### config.mk
export PLATFORM = sky130hd
export DESIGN_NAME = softreg_cfg_sequencer_flat
export DESIGN_NICKNAME = d
export VERILOG_FILES = /design/src/rtl/softreg_cfg_sequencer_if.sv /design/src/rtl/softreg_cfg_sequencer.sv /design/src/flat_wrapper.sv
export SDC_FILE = /design/constraint.sdc
export NUM_CORES = 1
export LEC_CHECK = 0
export CORE_ASPECT_RATIO = 2
export CORE_MARGIN = 2
export CORE_UTILIZATION = 40
export CTS_CLUSTER_SIZE = 24
export DETAILED_ROUTE_END_ITERATION = 7
export GPL_TIMING_DRIVEN = 1
export PLACE_DENSITY = 0.64
export SLEW_MARGIN = 0
export SYNTH_ARGS = -nofsm -noshare
export SYNTH_HDL_FRONTEND = slang
export SYNTH_SLANG_ARGS = --single-unit
### constraint.sdc
create_clock -name clk_i -period 19.5 [get_ports clk_i]
set_input_delay 3.9 -clock clk_i [delete_from_list [all_inputs] [get_ports clk_i]]
set_output_delay 3.9 -clock clk_i [all_outputs]
set_load 0.1 [all_outputs]
### src/rtl/softreg_cfg_sequencer_if.sv
// Softreg request/response bus: the config sequencer is the master, the accelerator the slave.
interface softreg_cfg_sequencer_if #(
    parameter int ADDR_W = 32,
    parameter int DATA_W = 64
);
    logic              softreg_req_valid;
    logic              softreg_req_isWrite;
    logic [ADDR_W-1:0] softreg_req_addr;
    logic [DATA_W-1:0] softreg_req_data;
    logic              softreg_resp_valid;
    logic [DATA_W-1:0] softreg_resp_data;

    modport master (
        output softreg_req_valid, softreg_req_isWrite, softreg_req_addr, softreg_req_data,
        input  softreg_resp_valid, softreg_resp_data
    );

    modport slave (
        input  softreg_req_valid, softreg_req_isWrite, softreg_req_addr, softreg_req_data,
        output softreg_resp_valid, softreg_resp_data
    );
endinterface

### src/rtl/softreg_cfg_sequencer.sv
// Issues a host-loaded table of softreg writes, then polls a status register until bit0 or timeout.
// Optional SEQ_CYCLE_COUNT_EN adds a saturating busy-cycle counter on elapsed_cycles_o.
module softreg_cfg_sequencer #(
    parameter int NUM_CFG       = 8,
    parameter int ADDR_W        = 32,
    parameter int DATA_W        = 64,
    parameter int POLL_INTERVAL = 1024,
    parameter int MAX_POLLS     = 512,
    parameter int IDX_W         = (NUM_CFG > 1) ? $clog2(NUM_CFG) : 1
) (
    input  logic              clk_i,
    input  logic              rst_i,
    input  logic              tbl_wr_en_i,
    input  logic [IDX_W-1:0]  tbl_wr_idx_i,
    input  logic [ADDR_W-1:0] tbl_wr_addr_i,
    input  logic [DATA_W-1:0] tbl_wr_data_i,
    input  logic [IDX_W:0]    num_cfg_i,
    input  logic [ADDR_W-1:0] poll_addr_i,
    input  logic              start_i,
    softreg_cfg_sequencer_if.master sr_if,
    output logic              busy_o,
    output logic              done_o,
    output logic              pass_o,
    output logic              timeout_o,
    output logic [DATA_W-1:0] result_data_o,
    output logic [15:0]       poll_count_o,
    output logic [31:0]       elapsed_cycles_o
);

    localparam int CNT_W = (POLL_INTERVAL > 1) ? $clog2(POLL_INTERVAL) : 1;
    localparam logic [CNT_W-1:0] CNT_LAST  = CNT_W'(POLL_INTERVAL - 1);
    localparam logic [IDX_W:0]   NCFG_MAX  = (IDX_W + 1)'(NUM_CFG);
    localparam logic [15:0]      MAX_POLLS_L = 16'(MAX_POLLS);

    typedef enum logic [2:0] {
        S_IDLE, S_WRITE, S_WAIT, S_POLL_REQ, S_POLL_RESP, S_DONE
    } state_e;

    state_e state_q, state_d;

    logic [IDX_W:0]    idx_q, idx_d;
    logic [IDX_W:0]    ncfg_q, ncfg_d;
    logic [ADDR_W-1:0] paddr_q, paddr_d;
    logic [CNT_W-1:0]  cnt_q, cnt_d;
    logic [15:0]       poll_cnt_q, poll_cnt_d;
    logic              busy_q, busy_d;
    logic              done_q, done_d;
    logic              pass_q, pass_d;
    logic              timeout_q, timeout_d;
    logic [DATA_W-1:0] result_q, result_d;
    logic              req_valid_q, req_valid_d;
    logic              req_wr_q, req_wr_d;
    logic [ADDR_W-1:0] req_addr_q, req_addr_d;
    logic [DATA_W-1:0] req_data_q, req_data_d;

    logic [ADDR_W-1:0] tbl_addr_q [NUM_CFG];
    logic [DATA_W-1:0] tbl_data_q [NUM_CFG];

    logic              idle_like;
    logic              start_ok;
    logic              tbl_we;
    logic              fail_poll;
    logic [IDX_W:0]    ncfg_clamped;

    assign idle_like    = (state_q == S_IDLE) || (state_q == S_DONE);
    assign start_ok     = start_i && idle_like;
    assign tbl_we       = tbl_wr_en_i && idle_like && ({1'b0, tbl_wr_idx_i} < NCFG_MAX);
    assign ncfg_clamped = (num_cfg_i > NCFG_MAX) ? NCFG_MAX : num_cfg_i;

    // Table storage is deliberately not reset; only the host load defines it.
    always_ff @(posedge clk_i) begin
        if (tbl_we) begin
            tbl_addr_q[tbl_wr_idx_i] <= tbl_wr_addr_i;
            tbl_data_q[tbl_wr_idx_i] <= tbl_wr_data_i;
        end
    end

    always_ff @(posedge clk_i or negedge rst_i) begin
        if (!rst_i) begin
            state_q     <= S_IDLE;
            idx_q       <= '0;
            ncfg_q      <= '0;
            paddr_q     <= '0;
            cnt_q       <= '0;
            poll_cnt_q  <= '0;
            busy_q      <= 1'b0;
            done_q      <= 1'b0;
            pass_q      <= 1'b0;
            timeout_q   <= 1'b0;
            result_q    <= '0;
            req_valid_q <= 1'b0;
            req_wr_q    <= 1'b0;
            req_addr_q  <= '0;
            req_data_q  <= '0;
        end else begin
            state_q     <= state_d;
            idx_q       <= idx_d;
            ncfg_q      <= ncfg_d;
            paddr_q     <= paddr_d;
            cnt_q       <= cnt_d;
            poll_cnt_q  <= poll_cnt_d;
            busy_q      <= busy_d;
            done_q      <= done_d;
            pass_q      <= pass_d;
            timeout_q   <= timeout_d;
            result_q    <= result_d;
            req_valid_q <= req_valid_d;
            req_wr_q    <= req_wr_d;
            req_addr_q  <= req_addr_d;
            req_data_q  <= req_data_d;
        end
    end

    // Requests are registered one cycle ahead: the transition that enters a request
    // cycle also loads the bus registers, so the bus is driven straight from flops.
    always_comb begin
        state_d     = state_q;
        idx_d       = idx_q;
        ncfg_d      = ncfg_q;
        paddr_d     = paddr_q;
        cnt_d       = cnt_q;
        poll_cnt_d  = poll_cnt_q;
        busy_d      = busy_q;
        done_d      = done_q;
        pass_d      = pass_q;
        timeout_d   = timeout_q;
        result_d    = result_q;
        req_valid_d = 1'b0;
        req_wr_d    = 1'b0;
        req_addr_d  = '0;
        req_data_d  = '0;
        fail_poll   = 1'b0;

        unique case (state_q)
            S_IDLE, S_DONE: begin
                if (start_ok) begin
                    ncfg_d     = ncfg_clamped;
                    paddr_d    = poll_addr_i;
                    poll_cnt_d = '0;
                    result_d   = '0;
                    done_d     = 1'b0;
                    pass_d     = 1'b0;
                    timeout_d  = 1'b0;
                    busy_d     = 1'b1;
                    cnt_d      = '0;
                    idx_d      = (IDX_W + 1)'(1);
                    if (ncfg_clamped == '0) begin
                        state_d = S_WAIT;
                    end else begin
                        state_d     = S_WRITE;
                        req_valid_d = 1'b1;
                        req_wr_d    = 1'b1;
                        req_addr_d  = tbl_addr_q[0];
                        req_data_d  = tbl_data_q[0];
                    end
                end
            end
            S_WRITE: begin
                if (idx_q == ncfg_q) begin
                    state_d = S_WAIT;
                    cnt_d   = '0;
                end else begin
                    req_valid_d = 1'b1;
                    req_wr_d    = 1'b1;
                    req_addr_d  = tbl_addr_q[idx_q[IDX_W-1:0]];
                    req_data_d  = tbl_data_q[idx_q[IDX_W-1:0]];
                    idx_d       = idx_q + 1'b1;
                end
            end
            S_WAIT: begin
                if (cnt_q == CNT_LAST) begin
                    state_d     = S_POLL_REQ;
                    req_valid_d = 1'b1;
                    req_addr_d  = paddr_q;
                end else begin
                    cnt_d = cnt_q + 1'b1;
                end
            end
            S_POLL_REQ: begin
                poll_cnt_d = (poll_cnt_q == 16'hFFFF) ? poll_cnt_q : poll_cnt_q + 16'd1;
                cnt_d      = '0;
                state_d    = S_POLL_RESP;
            end
            S_POLL_RESP: begin
                if (sr_if.softreg_resp_valid) begin
                    result_d = sr_if.softreg_resp_data;
                    if (sr_if.softreg_resp_data[0]) begin
                        state_d = S_DONE;
                        pass_d  = 1'b1;
                        busy_d  = 1'b0;
                        done_d  = 1'b1;
                    end else begin
                        fail_poll = 1'b1;
                    end
                end else if (cnt_q == CNT_LAST) begin
                    fail_poll = 1'b1;
                end else begin
                    cnt_d = cnt_q + 1'b1;
                end
                if (fail_poll) begin
                    if (poll_cnt_q >= MAX_POLLS_L) begin
                        state_d   = S_DONE;
                        timeout_d = 1'b1;
                        busy_d    = 1'b0;
                        done_d    = 1'b1;
                    end else begin
                        state_d = S_WAIT;
                        cnt_d   = '0;
                    end
                end
            end
            default: state_d = S_IDLE;
        endcase
    end

    assign sr_if.softreg_req_valid   = req_valid_q;
    assign sr_if.softreg_req_isWrite = req_wr_q;
    assign sr_if.softreg_req_addr    = req_addr_q;
    assign sr_if.softreg_req_data    = req_data_q;

    assign busy_o        = busy_q;
    assign done_o        = done_q;
    assign pass_o        = pass_q;
    assign timeout_o     = timeout_q;
    assign result_data_o = result_q;
    assign poll_count_o  = poll_cnt_q;

`ifdef SEQ_CYCLE_COUNT_EN
    logic [31:0] elapsed_q, elapsed_d;

    always_comb begin
        elapsed_d = elapsed_q;
        if (start_ok) begin
            elapsed_d = '0;
        end else if (busy_q && (elapsed_q != 32'hFFFF_FFFF)) begin
            elapsed_d = elapsed_q + 32'd1;
        end
    end

    always_ff @(posedge clk_i or negedge rst_i) begin
        if (!rst_i) begin
            elapsed_q <= '0;
        end else begin
            elapsed_q <= elapsed_d;
        end
    end

    assign elapsed_cycles_o = elapsed_q;
`else
    assign elapsed_cycles_o = '0;
`endif

endmodule

### src/flat_wrapper.sv
// flat-port wrapper written by rule: the top's interface ports become plain ports
module softreg_cfg_sequencer_flat 
#(
    parameter int NUM_CFG       = 8,
    parameter int ADDR_W        = 32,
    parameter int DATA_W        = 64,
    parameter int POLL_INTERVAL = 1024,
    parameter int MAX_POLLS     = 512,
    parameter int IDX_W         = (NUM_CFG > 1) ? $clog2(NUM_CFG) : 1
)
  (clk_i, rst_i, tbl_wr_en_i, tbl_wr_idx_i, tbl_wr_addr_i, tbl_wr_data_i, num_cfg_i, poll_addr_i, start_i, busy_o, done_o, pass_o, timeout_o, result_data_o, poll_count_o, elapsed_cycles_o, sr_if_softreg_req_valid, sr_if_softreg_req_isWrite, sr_if_softreg_req_addr, sr_if_softreg_req_data, sr_if_softreg_resp_valid, sr_if_softreg_resp_data);
  softreg_cfg_sequencer_if #(.ADDR_W(ADDR_W), .DATA_W(DATA_W)) sr_if_i ();
  input  logic clk_i;
  input  logic rst_i;
  input  logic tbl_wr_en_i;
  input  logic [IDX_W-1:0] tbl_wr_idx_i;
  input  logic [ADDR_W-1:0] tbl_wr_addr_i;
  input  logic [DATA_W-1:0] tbl_wr_data_i;
  input  logic [IDX_W:0] num_cfg_i;
  input  logic [ADDR_W-1:0] poll_addr_i;
  input  logic start_i;
  output logic busy_o;
  output logic done_o;
  output logic pass_o;
  output logic timeout_o;
  output logic [DATA_W-1:0] result_data_o;
  output logic [15:0] poll_count_o;
  output logic [31:0] elapsed_cycles_o;
  output wire logic [$bits(sr_if_i.softreg_req_valid)-1:0] sr_if_softreg_req_valid;
  output wire logic [$bits(sr_if_i.softreg_req_isWrite)-1:0] sr_if_softreg_req_isWrite;
  output wire logic [$bits(sr_if_i.softreg_req_addr)-1:0] sr_if_softreg_req_addr;
  output wire logic [$bits(sr_if_i.softreg_req_data)-1:0] sr_if_softreg_req_data;
  input wire logic [$bits(sr_if_i.softreg_resp_valid)-1:0] sr_if_softreg_resp_valid;
  input wire logic [$bits(sr_if_i.softreg_resp_data)-1:0] sr_if_softreg_resp_data;
  assign sr_if_softreg_req_valid = sr_if_i.softreg_req_valid;
  assign sr_if_softreg_req_isWrite = sr_if_i.softreg_req_isWrite;
  assign sr_if_softreg_req_addr = sr_if_i.softreg_req_addr;
  assign sr_if_softreg_req_data = sr_if_i.softreg_req_data;
  assign sr_if_i.softreg_resp_valid = sr_if_softreg_resp_valid;
  assign sr_if_i.softreg_resp_data = sr_if_softreg_resp_data;
  softreg_cfg_sequencer #(.NUM_CFG(NUM_CFG), .ADDR_W(ADDR_W), .DATA_W(DATA_W), .POLL_INTERVAL(POLL_INTERVAL), .MAX_POLLS(MAX_POLLS), .IDX_W(IDX_W)) u_core (.clk_i(clk_i), .rst_i(rst_i), .tbl_wr_en_i(tbl_wr_en_i), .tbl_wr_idx_i(tbl_wr_idx_i), .tbl_wr_addr_i(tbl_wr_addr_i), .tbl_wr_data_i(tbl_wr_data_i), .num_cfg_i(num_cfg_i), .poll_addr_i(poll_addr_i), .start_i(start_i), .sr_if(sr_if_i), .busy_o(busy_o), .done_o(done_o), .pass_o(pass_o), .timeout_o(timeout_o), .result_data_o(result_data_o), .poll_count_o(poll_count_o), .elapsed_cycles_o(elapsed_cycles_o));
endmodule
==> metrics, run 1 <==
outcome completed; final core occ between 40% and 50%; post-synthesis register bit count 1003; top cell type's share of synthesized area around three fifths; Syn Inst Count roughly 2200; Least-Margin Pin Slew around 1.2 ns; Top Ports between 400 and 500; Die H roughly 440 um; Worst Path Arrival roughly 7.2 ns; Critical Path Fanout Max 56; most instantiated library cell after synthesis edfxtp_1; startpoint types primary input; Post-CTS Setup Bufs 0; PD cells 145 mW/mm^2; Synth area leaders edfxtp_1 (60%), dfrtp_1 (15%), mux4_2 (11%); Via Count approximately 21000; Slew Limit Fails 0; core area around 0.096 sq mm; VDD IR max roughly 0.11 mV; Yosys Warn Count 0; area added between synthesis and finish 20.8%; Layout Skew 0.0200 ns; Starting Density between 40% and 50%; post-layout net count between 2000 and 3000; register-to-register path setup slack about 16 ns; antenna-violating nets left 0; H-Tree Depth 3; global-route wire length before repair roughly 140000 um; fmax about 0.15 GHz; RSZ-0062 raised after global routing false; routability cong. around 0.84; number of buffers created by CTS a little under 90; Syn Std Cell Area ~0.039 sq mm; Critical Path Sink Type flip-flop; die outline width between 200 and 250 um; antenna violations before repair 21; Avg Cell Area, Syn between 15 and 20 sq um; Detailed Route WL just under 100000 um; vias in the first global route between 20000 and 25000; worst path required time between 20 and 25 ns; CTS root buffer clkbuf_16; total power draw about 6.8 mW; CTS resizes 0; Cell Count, Final, Fillers Out roughly 3900; latest clock arrival within the worst-skew pair between 0.6 and 0.7 ns; relative slew slack 17.5%; share of cells above drive strength 1 between 10 and 15%; Max-Cap Viols 0; CTS clock-pin slew for the worst setup and hold paths about 0.070 ns; largest net degree at the start of global routing 137; Final Setup Violations 0; setup TNS 0 ns; Rows ~160; Port Buffers between 300 and 400; CTS tree built; crit path time final 6.64 ns; count of final hold-check violations 0; Async SR Flop Fraction 23.4%; biggest area consumer among synthesized cells edfxtp_1; DP Wirelength ~57000 um; CTS Hold Bufs 0; Tcrit/Tclk final between 30% and 40%; routed vias/inst 5.48; DRC 0; Longest Clk Path Bufs 3; top_reg_cell synth edfxtp_1; post-synthesis cell type count 63; post-synthesis sequential area ratio between 70% and 80%; total gr overflow 0; Post-synth EDFFs about 770; Pleak roughly 16 nW; drt wl/cell roughly 25 um; crit path kind in2reg; placed instance count approximately 3700; DR iter-0 viols roughly 1700; number of clock sinks between 1000 and 1500; hold crit path type reg2reg; Post-synth top cells edfxtp_1 (768), nand2_1 (316), dfrtp_1 (235); GRT Util Overall between 10% and 20%; die area between 0.09 and 0.1 sq mm; 1st-pass router iterations 5
critical path, cell delays in order:
cell and delay, ns:
clkdlybuf4s50_1 0.65, and3_2 0.23, buf_4 0.54, and2_4 0.67, buf_4 0.82, a22oi_1 0.19, o21ai_1 0.14
cell usage in the layout, fill, tap and decap left out, types with 9 or more instances in the layout:
cell,count
a21oi_1,21
nor2_1,22
mux4_2,192
buf_4,28
clkinv_2,19
dfrtp_1,232
nand2b_1,12
clkbuf_16,91
edfxtp_1,768
nand4_1,9
a22oi_1,33
conb_1,32
inv_1,11
clkbuf_1,15
clkdlybuf4s50_1,383
nand3_1,80
mux2i_1,97
nand2_1,315
o21ai_0,110
o31ai_1,9
power by group:
part	leakage [nW]	total, mW	switching [mW]	internal (mW)
clock	1.45	1.77	0.779	0.987
combinational	4.79	2.28	1.57	0.715
sequential	10.0	2.72	0.182	2.54
total	16.3	6.77	2.53	4.24
state kept, by name, summed over array words and instances, names as in the netlist, 3 cells and up:
| signal | cells |
|---|---|
| u_core.cnt_q | 10 |
| u_core.idx_q | 4 |
| u_core.ncfg_q | 4 |
| u_core.paddr_q | 32 |
| u_core.poll_count_o | 16 |
| u_core.result_data_o | 64 |
| u_core.sr_if.softreg_req_addr | 32 |
| u_core.sr_if.softreg_req_data | 64 |
| u_core.state_q | 3 |
| u_core.tbl_addr_q | 256 |
| u_core.tbl_data_q | 512 |
per-layer routing:
metal / wire length (um) / GRT usage (%) / vias up
met2: 50800 / 34.9 / 731
met5: 183 / 0 / -
met3: 6410 / 4.45 / 169
li1: - / - / 9172
met1: 36800 / 23.3 / 11000
met4: 2370 / 6.24 / 28
stage by stage:
| stage | cell area, sq um | hold slack [ns] | setup slack (ns) |
|---|---|---|---|
| finish | 46700 | 0.465 | 12.86 |
| global route | 46700 | 0.498 | 12.68 |
| CTS | 46700 | 0.472 | 12.83 |
| detailed placement | 43800 | 0.464 | 12.10 |
| global placement | 43800 | 0.453 | 12.24 |
| floorplan | 38800 | 0.447 | 8.22 |
cell families after synthesis:
logic type / count (synthesis) / share of synthesized area [%]
compound gates: 223 / 3.65
xor+xnor: 8 / 0.181
buf+inv: 162 / 2.00
mux: 290 / 13.7
fa+ha+maj: 4 / 0.129
flops: 1003 / 74.8
simple gates: 488 / 5.50
other cells: 1 / 0.00969
final timing paths:
path,start,end,cells past startpoint
min reg2reg,u_core.tbl_data_q[0][32],u_core.sr_if.softreg_req_data[32],2
max in group asynchronous,rst_i,u_core.sr_if.softreg_req_data[56],2
max reg2reg,u_core.state_q[0],u_core.tbl_data_q[1][50],6
min,u_core.tbl_data_q[0][32],u_core.sr_if.softreg_req_data[32],2
max,start_i,u_core.sr_if.softreg_req_addr[2],7
min in group asynchronous,rst_i,u_core.poll_count_o[3],1
area by class of cell:
cell class,instances,area [sq um]
Clock buffer,117,2450
Multi-Input combinational cell,1045,9170
Antenna cell,1,2.50
Inverter,11,41.3
Timing Repair Buffer,414,4100
Sequential cell,1003,29000
Clock inverter,47,488
Fill cell,7947,49400
Tap cell,1222,1530
Power figures use the tool's default switching activity.
==> inputs of run 2 (changes only) <==
==> constraint.sdc (replaced) <==
create_clock -name clk_i -period 6.95 [get_ports clk_i]
set_input_delay 1.39 -clock clk_i [delete_from_list [all_inputs] [get_ports clk_i]]
set_output_delay 1.39 -clock clk_i [all_outputs]
set_load 0.1 [all_outputs]
==> metrics, run 2 (synthesis gave the netlist of run 1 again) <==
CTS clock-pin slew for the worst setup and hold paths ~0.07 ns; crit path kind reg2out; Starting Density approximately 40%; total gr overflow 0; Die H 444 um; Via Count between 20000 and 25000; Top Family by Delay on Critical Path buffers and inverters; Critical Path Sink Type output port; die outline width ~220 um; register-to-register path setup slack around 3.4 ns; vias in the first global route about 22000; Clk network pwr share a little over a quarter; crit path time final 3.82 ns; DRC 0; startpoint types flip-flop; global-route wire length before repair between 100000 and 150000 um; reg2reg start u_core.idx_q[1]; antenna-violating nets left 0; Setup WS post-layout approximately 3.1 ns; GRT Util Overall 19.5%; CTS tree built; placed instance count between 3000 and 4000; fmax around 0.26 GHz; Detailed Route WL about 96000 um; drt wl/cell ~25 um; Final Setup Violations 0; RSZ-0062 raised after global routing false; VDD IR max 0.233 mV; routed vias/inst between 5 and 6; Biggest register u_core.tbl_data_q; CTS resizes 0; cells along the critical path clkdlybuf4s50_1; 1st-pass router iterations 7; worst hold start u_core.tbl_data_q[0][43]; Longest Clk Path Bufs 3; post-layout net count around 2800; Critical Path Fanout Max 8; Rows 161; number of buffers created by CTS between 80 and 90; Hold Path End u_core.sr_if.softreg_req_data[43]; Port Buffers approximately 390; Worst Hold Path Cells 2; CTS Hold Bufs 0; worst path required time around 5.6 ns; latest clock arrival within the worst-skew pair 0.68 ns; Max-Cap Viols 0; Layout Skew roughly 0.015 ns; Worst path slowest cell clkdlybuf4s50_1; Worst R2R Path Depth 5; H-Tree Depth 3; Crit path largest cell delay approximately 1.2 ns; die area 0.0994 sq mm; Seq pwr share between 30 and 40%; number of clock sinks around 1000; DP Wirelength 53100 um; share of cells above drive strength 1 between 10% and 20%; core area about 0.096 sq mm; Pint approximately 12 mW; Cell Count, Final, Fillers Out 3865; PD cells ~410 mW/mm^2; biggest registers after layout u_core.tbl_data_q (512), u_core.tbl_addr_q (256); total power draw roughly 19 mW; outcome completed; relative slew slack 21.3%; Worst Path Arrival 2.43 ns; most common cell after layout, fill and taps aside edfxtp_1; count of final hold-check violations 0; max reg flops about 510; Place WS about 3 ns; Least-Margin Pin Slew ~1.2 ns; Top Ports around 420; sw frac between 30% and 40%; CTS root buffer clkbuf_16; Pleak 16.3 nW; largest net degree at the start of global routing 144; Final Cell Area between 0.04 and 0.05 sq mm; antenna violations before repair 10; CP bufs+invs 1; hold crit path type reg2reg; routability cong. 0.815; Net Switching between 7 and 8 mW; setup TNS 0 ns; Tcrit/Tclk final 54.9%; DR iter-0 viols roughly 1400; Cell Area, Placed about 0.044 sq mm; Slew Limit Fails 0; commonest non-fill, non-tap cells in the layout edfxtp_1 (768), clkdlybuf4s50_1 (384), nand2_1 (315); area added between synthesis and finish 21.3%; Logic pwr share 33.6%; Post-CTS Setup Bufs 0; RR Endpoint u_core.sr_if.softreg_req_data[25]
run 2: changes by cell type in the layout (fill, tap and decap cells not counted), sizes merged:
cell	change
inv	+3
clkinv	+2
clkinvlp	-2
buf	-3
clkbuf	-4
diode	+3
clkdlybuf4s50	+1
bufinv	+5
run 2: power by group through the flow:
stage	logic, mW	clock network, mW	registers [mW]
floorplan	2.66	0	9.76
global placement	6.45	0	7.70
detailed placement	6.53	0	7.71
CTS	6.54	5.29	7.60
global route	6.82	5.50	7.66
finish	6.45	5.14	7.58
run 2: how the worst max path moves through the flow:
stage,depth (start not counted),endpoint,startpoint,slack (ns)
detailed placement,6,u_core.sr_if.softreg_req_addr[24],start_i,2.96
global route,1,poll_count_o[13],u_core.poll_count_o[13],3.07
global placement,6,u_core.sr_if.softreg_req_addr[21],start_i,3.04
CTS,1,poll_count_o[13],u_core.poll_count_o[13],3.08
finish,1,poll_count_o[13],u_core.poll_count_o[13],3.13
floorplan,2,u_core.tbl_addr_q[6][0],tbl_wr_idx_i[0],0.76
run 2: per-layer routing:
layer / wire [um] / part of all wire (%) / track usage, %
met2: 50100 / 52 / 34.7
met4: 2540 / 2.6 / 6.56
met5: 82 / 0.085 / 0
met3: 6170 / 6.4 / 4.24
met1: 37200 / 39 / 23.2
run 2: area by class of cell:
class | instances | area, sq um
sequential | 1003 | 29000
multi-input combinational | 1045 | 9180
clock inverter | 55 | 639
clock buffer | 113 | 2410
inverter | 11 | 41.3
timing repair buffer | 412 | 4170
fill | 8033 | 49200
tap | 1222 | 1530
antenna | 4 | 10.0
run 2: worst register-to-register path, delay by kind of cell, from the launching register on:
family	cells	cell delay [ns]
buffers and inverters	2	1.77
muxes	2	0.62
DFF	1	0.86
AOI/OAI and AO/OA	1	0.16
run 2: metrics by stage:
step	hold WS, ns	util [%]
floorplan	0.447	-
global placement	0.457	45.7
detailed placement	0.463	45.7
CTS	0.468	48.8
global route	0.507	48.8
finish	0.475	48.8
==> inputs of run 3 (changes only) <==
--- a/config.mk
+++ b/config.mk
@@ -11,7 +11,7 @@
 export CTS_CLUSTER_SIZE = 24
 export DETAILED_ROUTE_END_ITERATION = 7
 export GPL_TIMING_DRIVEN = 1
-export PLACE_DENSITY = 0.64
+export PLACE_DENSITY = 0.66
 export SLEW_MARGIN = 0
 export SYNTH_ARGS = -nofsm -noshare
 export SYNTH_HDL_FRONTEND = slang
==> constraint.sdc (replaced) <==
create_clock -name clk_i -period 3.5 [get_ports clk_i]
set_input_delay 0.7 -clock clk_i [delete_from_list [all_inputs] [get_ports clk_i]]
set_output_delay 0.7 -clock clk_i [all_outputs]
set_load 0.1 [all_outputs]
==> metrics, run 3 (synthesis gave the netlist of run 1 again) <==
final core occ 48.8%; Max-Cap Viols 0; Top Ports between 400 and 500; Detailed Route WL a little under 100000 um; fill cell count about 8000; RR Endpoint u_core.tbl_data_q[2][15]; GRT Util Overall 19.4%; Longest Clk Path Bufs 3; RSZ-0062 raised after global routing false; DRC 0; vias in the first global route ~22000; most common cell after layout, fill and taps aside edfxtp_1; area added between synthesis and finish 21.1%; post-layout net count 2787; Starting Density roughly two fifths; worst path required time 2.80 ns; largest net degree at the start of global routing roughly 120; Pleak between 15 and 20 nW; max reg flops around 510; Critical Path Fanout Max 1; commonest non-fill, non-tap cells in the layout edfxtp_1 (768), clkdlybuf4s50_1 (331), nand2_1 (315); die outline width between 200 and 250 um; H-Tree Depth 3; global-route wire length before repair between 100000 and 150000 um; Post-CTS Setup Bufs 0; Crit path largest cell delay approximately 1.2 ns; antenna violations before repair 10; 1st-pass router iterations 5; CTS Hold Bufs 0; die area roughly 0.1 sq mm; crit path to sr_if_softreg_req_data[63]; VDD IR max 0.470 mV; Least-Margin Pin Slew ~1.1 ns; PD cells ~800 mW/mm^2; relative slew slack roughly 29%; Layout Skew between 0.03 and 0.04 ns; Rows about 160; CTS root buffer clkbuf_16; biggest registers after layout u_core.tbl_data_q (512), u_core.tbl_addr_q (256); count of final hold-check violations 0; Port Buffers 385; DP Wirelength about 57000 um; fmax approximately 0.33 GHz; Worst path slowest cell clkdlybuf4s50_1; Worst R2R Path Depth 5; Critical Path Sink Type output port; CP startpoint u_core.sr_if.softreg_req_data[63]; Final Setup Violations 0; number of clock sinks approximately 1000; crit path kind reg2out; Die H 444 um; crit path time final roughly 3 ns; drt wl/cell roughly 25 um; antenna-violating nets left 0; Tcrit/Tclk final 85.6%; CTS resizes 0; latest clock arrival within the worst-skew pair ~0.7 ns; setup TNS 0 ns; core area slightly below 0.1 sq mm; Top Family by Delay on Critical Path buffers and inverters; routed vias/inst 5.45; reg2reg start u_core.state_q[0]; DR iter-0 viols about 1900; startpoint types flip-flop; total gr overflow 0; share of cells above drive strength 1 between 15 and 20%; hold crit path type in2async; routability cong. around 0.84; outcome completed; total power draw 37.4 mW; CP bufs+invs 1; Biggest register u_core.tbl_data_q; register-to-register path setup slack about 0.63 ns; number of buffers created by CTS 87; Slew Limit Fails 0; Worst Path Arrival between 2 and 2.5 ns; minimum hold slack about 0.0092 ns; CTS tree built; CTS clock-pin slew for the worst setup and hold paths around 0.070 ns; cells along the critical path clkdlybuf4s50_1; cell count along the critical path 1; Via Count roughly 21000
run 3: cell count changes in the layout (fill, tap and decap cells not counted), moves of 5 or more:
| cell | change |
|---|---|
| clkinv_1 | -11 |
| clkbuf_1 | +8 |
| buf_4 | +57 |
| clkinv_2 | +5 |
| buf_12 | +15 |
| clkdlybuf4s50_1 | -53 |
| bufinv_16 | -10 |
| clkbuf_8 | +6 |
run 3: how the worst min path moves through the flow:
stage / depth (start not counted) / end
6_report: 1 / u_core.poll_count_o[4]
5_1_grt: 1 / u_core.poll_count_o[7]
4_1_cts: 1 / u_core.poll_count_o[7]
3_5_place_dp: 2 / u_core.paddr_q[4]
3_3_place_gp: 2 / u_core.sr_if.softreg_req_data[44]
2_1_floorplan: 0 / u_core.busy_o
run 3: power by group:
| group | switching [mW] | internal, mW |
|---|---|---|
| combinational | 8.95 | 4.09 |
| sequential | 0.814 | 14.1 |
| clock | 4.37 | 5.04 |
| total | 14.1 | 23.3 |
run 3: stage by stage:
| stage | setup slack, ns | std cells | instance area (sq um) |
|---|---|---|---|
| detailed placement | 0.346 | 3712 | 44100 |
| global placement | 0.387 | 3712 | 44100 |
| CTS | 0.394 | 3874 | 46800 |
| finish | 0.504 | 3880 | 46900 |
| floorplan | -0.684 | 2210 | 38900 |
| global route | 0.454 | 3876 | 46800 |
run 3: cell type report:
| class | count | area [sq um] | area share (%) |
|---|---|---|---|
| multi-input cells | 1045 | 9190 | 19.6 |
| flip-flops and latches | 1003 | 29000 | 61.8 |
| clock inverters | 39 | 342 | 0.729 |
| clock buffers | 123 | 2420 | 5.16 |
| well taps | 1222 | 1530 | 3.26 |
| diodes | 6 | 15.0 | 0.0320 |
| repair buffers | 431 | 4370 | 9.33 |
| inverters | 11 | 41.3 | 0.0881 |
run 3: layer usage:
layer | vias up | GRT usage (%) | routed length, um
li1 | 9188 | - | -
met1 | 11000 | 23.8 | 38000
met2 | 777 | 34.5 | 49900
met3 | 132 | 4.00 | 6160
met4 | 10 | 5.89 | 2020
met5 | - | 0 | 65
==> RTL change (settings of run 3) <==
The option `SEQ_CYCLE_COUNT_EN` is turned on by a define.
--- a/src/rtl/softreg_cfg_sequencer.sv
+++ b/src/rtl/softreg_cfg_sequencer.sv
@@ -1,5 +1,7 @@
 // Issues a host-loaded table of softreg writes, then polls a status register until bit0 or timeout.
 // Optional SEQ_CYCLE_COUNT_EN adds a saturating busy-cycle counter on elapsed_cycles_o.
+`define SEQ_CYCLE_COUNT_EN
+
 module softreg_cfg_sequencer #(
     parameter int NUM_CFG       = 8,
     parameter int ADDR_W        = 32,
Function: not settled (the Yosys comparison gave no result); the edit may change what the design does.
==> RTL change against run 3 <==
Fmax is 0.56% higher. Critical endpoint is now elapsed_cycles_o[31]. Synthesized area rose by 4.2%. Final area grew 6.1%. Worst setup slack improved by 0.017 ns. Sequential cell count rose by 32. Sequential power down 5%. Total power decreased by 14%. Critical path depth stayed put. Critical path type unchanged. Final cell count rose by 8.7%. Count of clock-buffer cells in the layout shrank 2. Wire length rose by 8.3%. Sequential share of layout area decreased by 1.9 points. Via count grew 8.7%. Largest power group unchanged.
==> RTL change: results (changes against run 3) <==
inverters: 16  # was 11
num_vias: 23000  # was 21100
vdd_drop_max_mv: 0.441  # was 0.470 mV
crit_end: "elapsed_cycles_o[31]"  # was sr_if_softreg_req_data[63]
ff2ff_setup_slack_ns: 0.60  # was 0.63 ns
multi_input_cells: 1165  # was 1045
path_max_fanout: 6  # was 1
p_per_area_nw_per_um2: 647  # was 798 nW/um^2
status: "finished, final reports clean"  # unchanged
fin_nets: 3019  # was 2787
synth_top_cells_by_area: "edfxtp_1 57%, dfrtp_1 17%, mux4_2 11%, nand2_1 3.1%, mux2i_1 2.4%"  # was edfxtp_1 60%, dfrtp_1 15%, mux4_2 11%, nand2_1 3.1%, mux2i_1 2.5%
sh_seq_area_pct: 59.9  # was 61.8%
worst_hold_slack_ns: 0.460  # was 0.00919 ns
grt_first_pass_wirelength_um: 156000  # was 143000 um
grt_max_degree: 129  # was 121
n_all_buffers: 501  # was 431
nClkBuffers: 121  # was 123
totalWireLength_um: 104000  # was 96200 um
ctsHoldBuffers: 1  # was 0
arrival_ns: 2.28  # was 2.30 ns
yosysSeqAreaShare_pct: 73.8  # was 74.8%
grtUsageMet1_pct: 24.5  # was 23.8%
dpl_cell_area_sq_um: 46600  # was 44100 sq um
dieArea_sq_um: 104000  # was 99400 sq um
antenna_found_initial: 13  # was 10
grt_usage_pct: 20.2  # was 19.4%
clock_sinks: 1035  # was 1003
clk_share_pct: 6.30  # was 5.89%
power_leakage_nw: 17.5  # was 16.4 nW
met2_usage_pct: 36.1  # was 34.5%
fillers: 8301  # was 7958
grt_pass1_vias: 24400  # was 22400
antennaDiodeCount: 4  # was 6
==> RTL change: cell count changes in the layout (fill, tap and decap cells not counted), moves of 10 or more <==
cell	before	now
a21oi_1	21	42
and3_1	2	12
buf_4	75	130
clkbuf_1	24	11
conb_1	32	0
dfrtp_1	232	264
nand2_1	315	330
o21ai_0	110	139
or3_1	5	19
==> RTL change: cells by family after synthesis <==
logic type	synth area share, %
mux	13.2
xor+xnor	0.261
flops	73.8
compound gates	4.62
simple gates	6.43
fa+ha+maj	0.180
buf+inv	1.56
==> RTL change: routing by layer <==
| metal | routed length [um] | up-vias |
|---|---|---|
| met5 | 105 | - |
| met4 | 2660 | 16 |
| met3 | 5820 | 165 |
| met2 | 54500 | 786 |
| met1 | 41100 | 11900 |
| li1 | - | 10100 |
==> RTL change: report_power, final <==
group / total, mW / internal (mW) / switching [mW]
Clock: 10.5 / 5.92 / 4.54
Sequential: 14.3 / 13.9 / 0.437
Combinational: 7.37 / 2.44 / 4.93
Total: 32.2 / 22.3 / 9.91
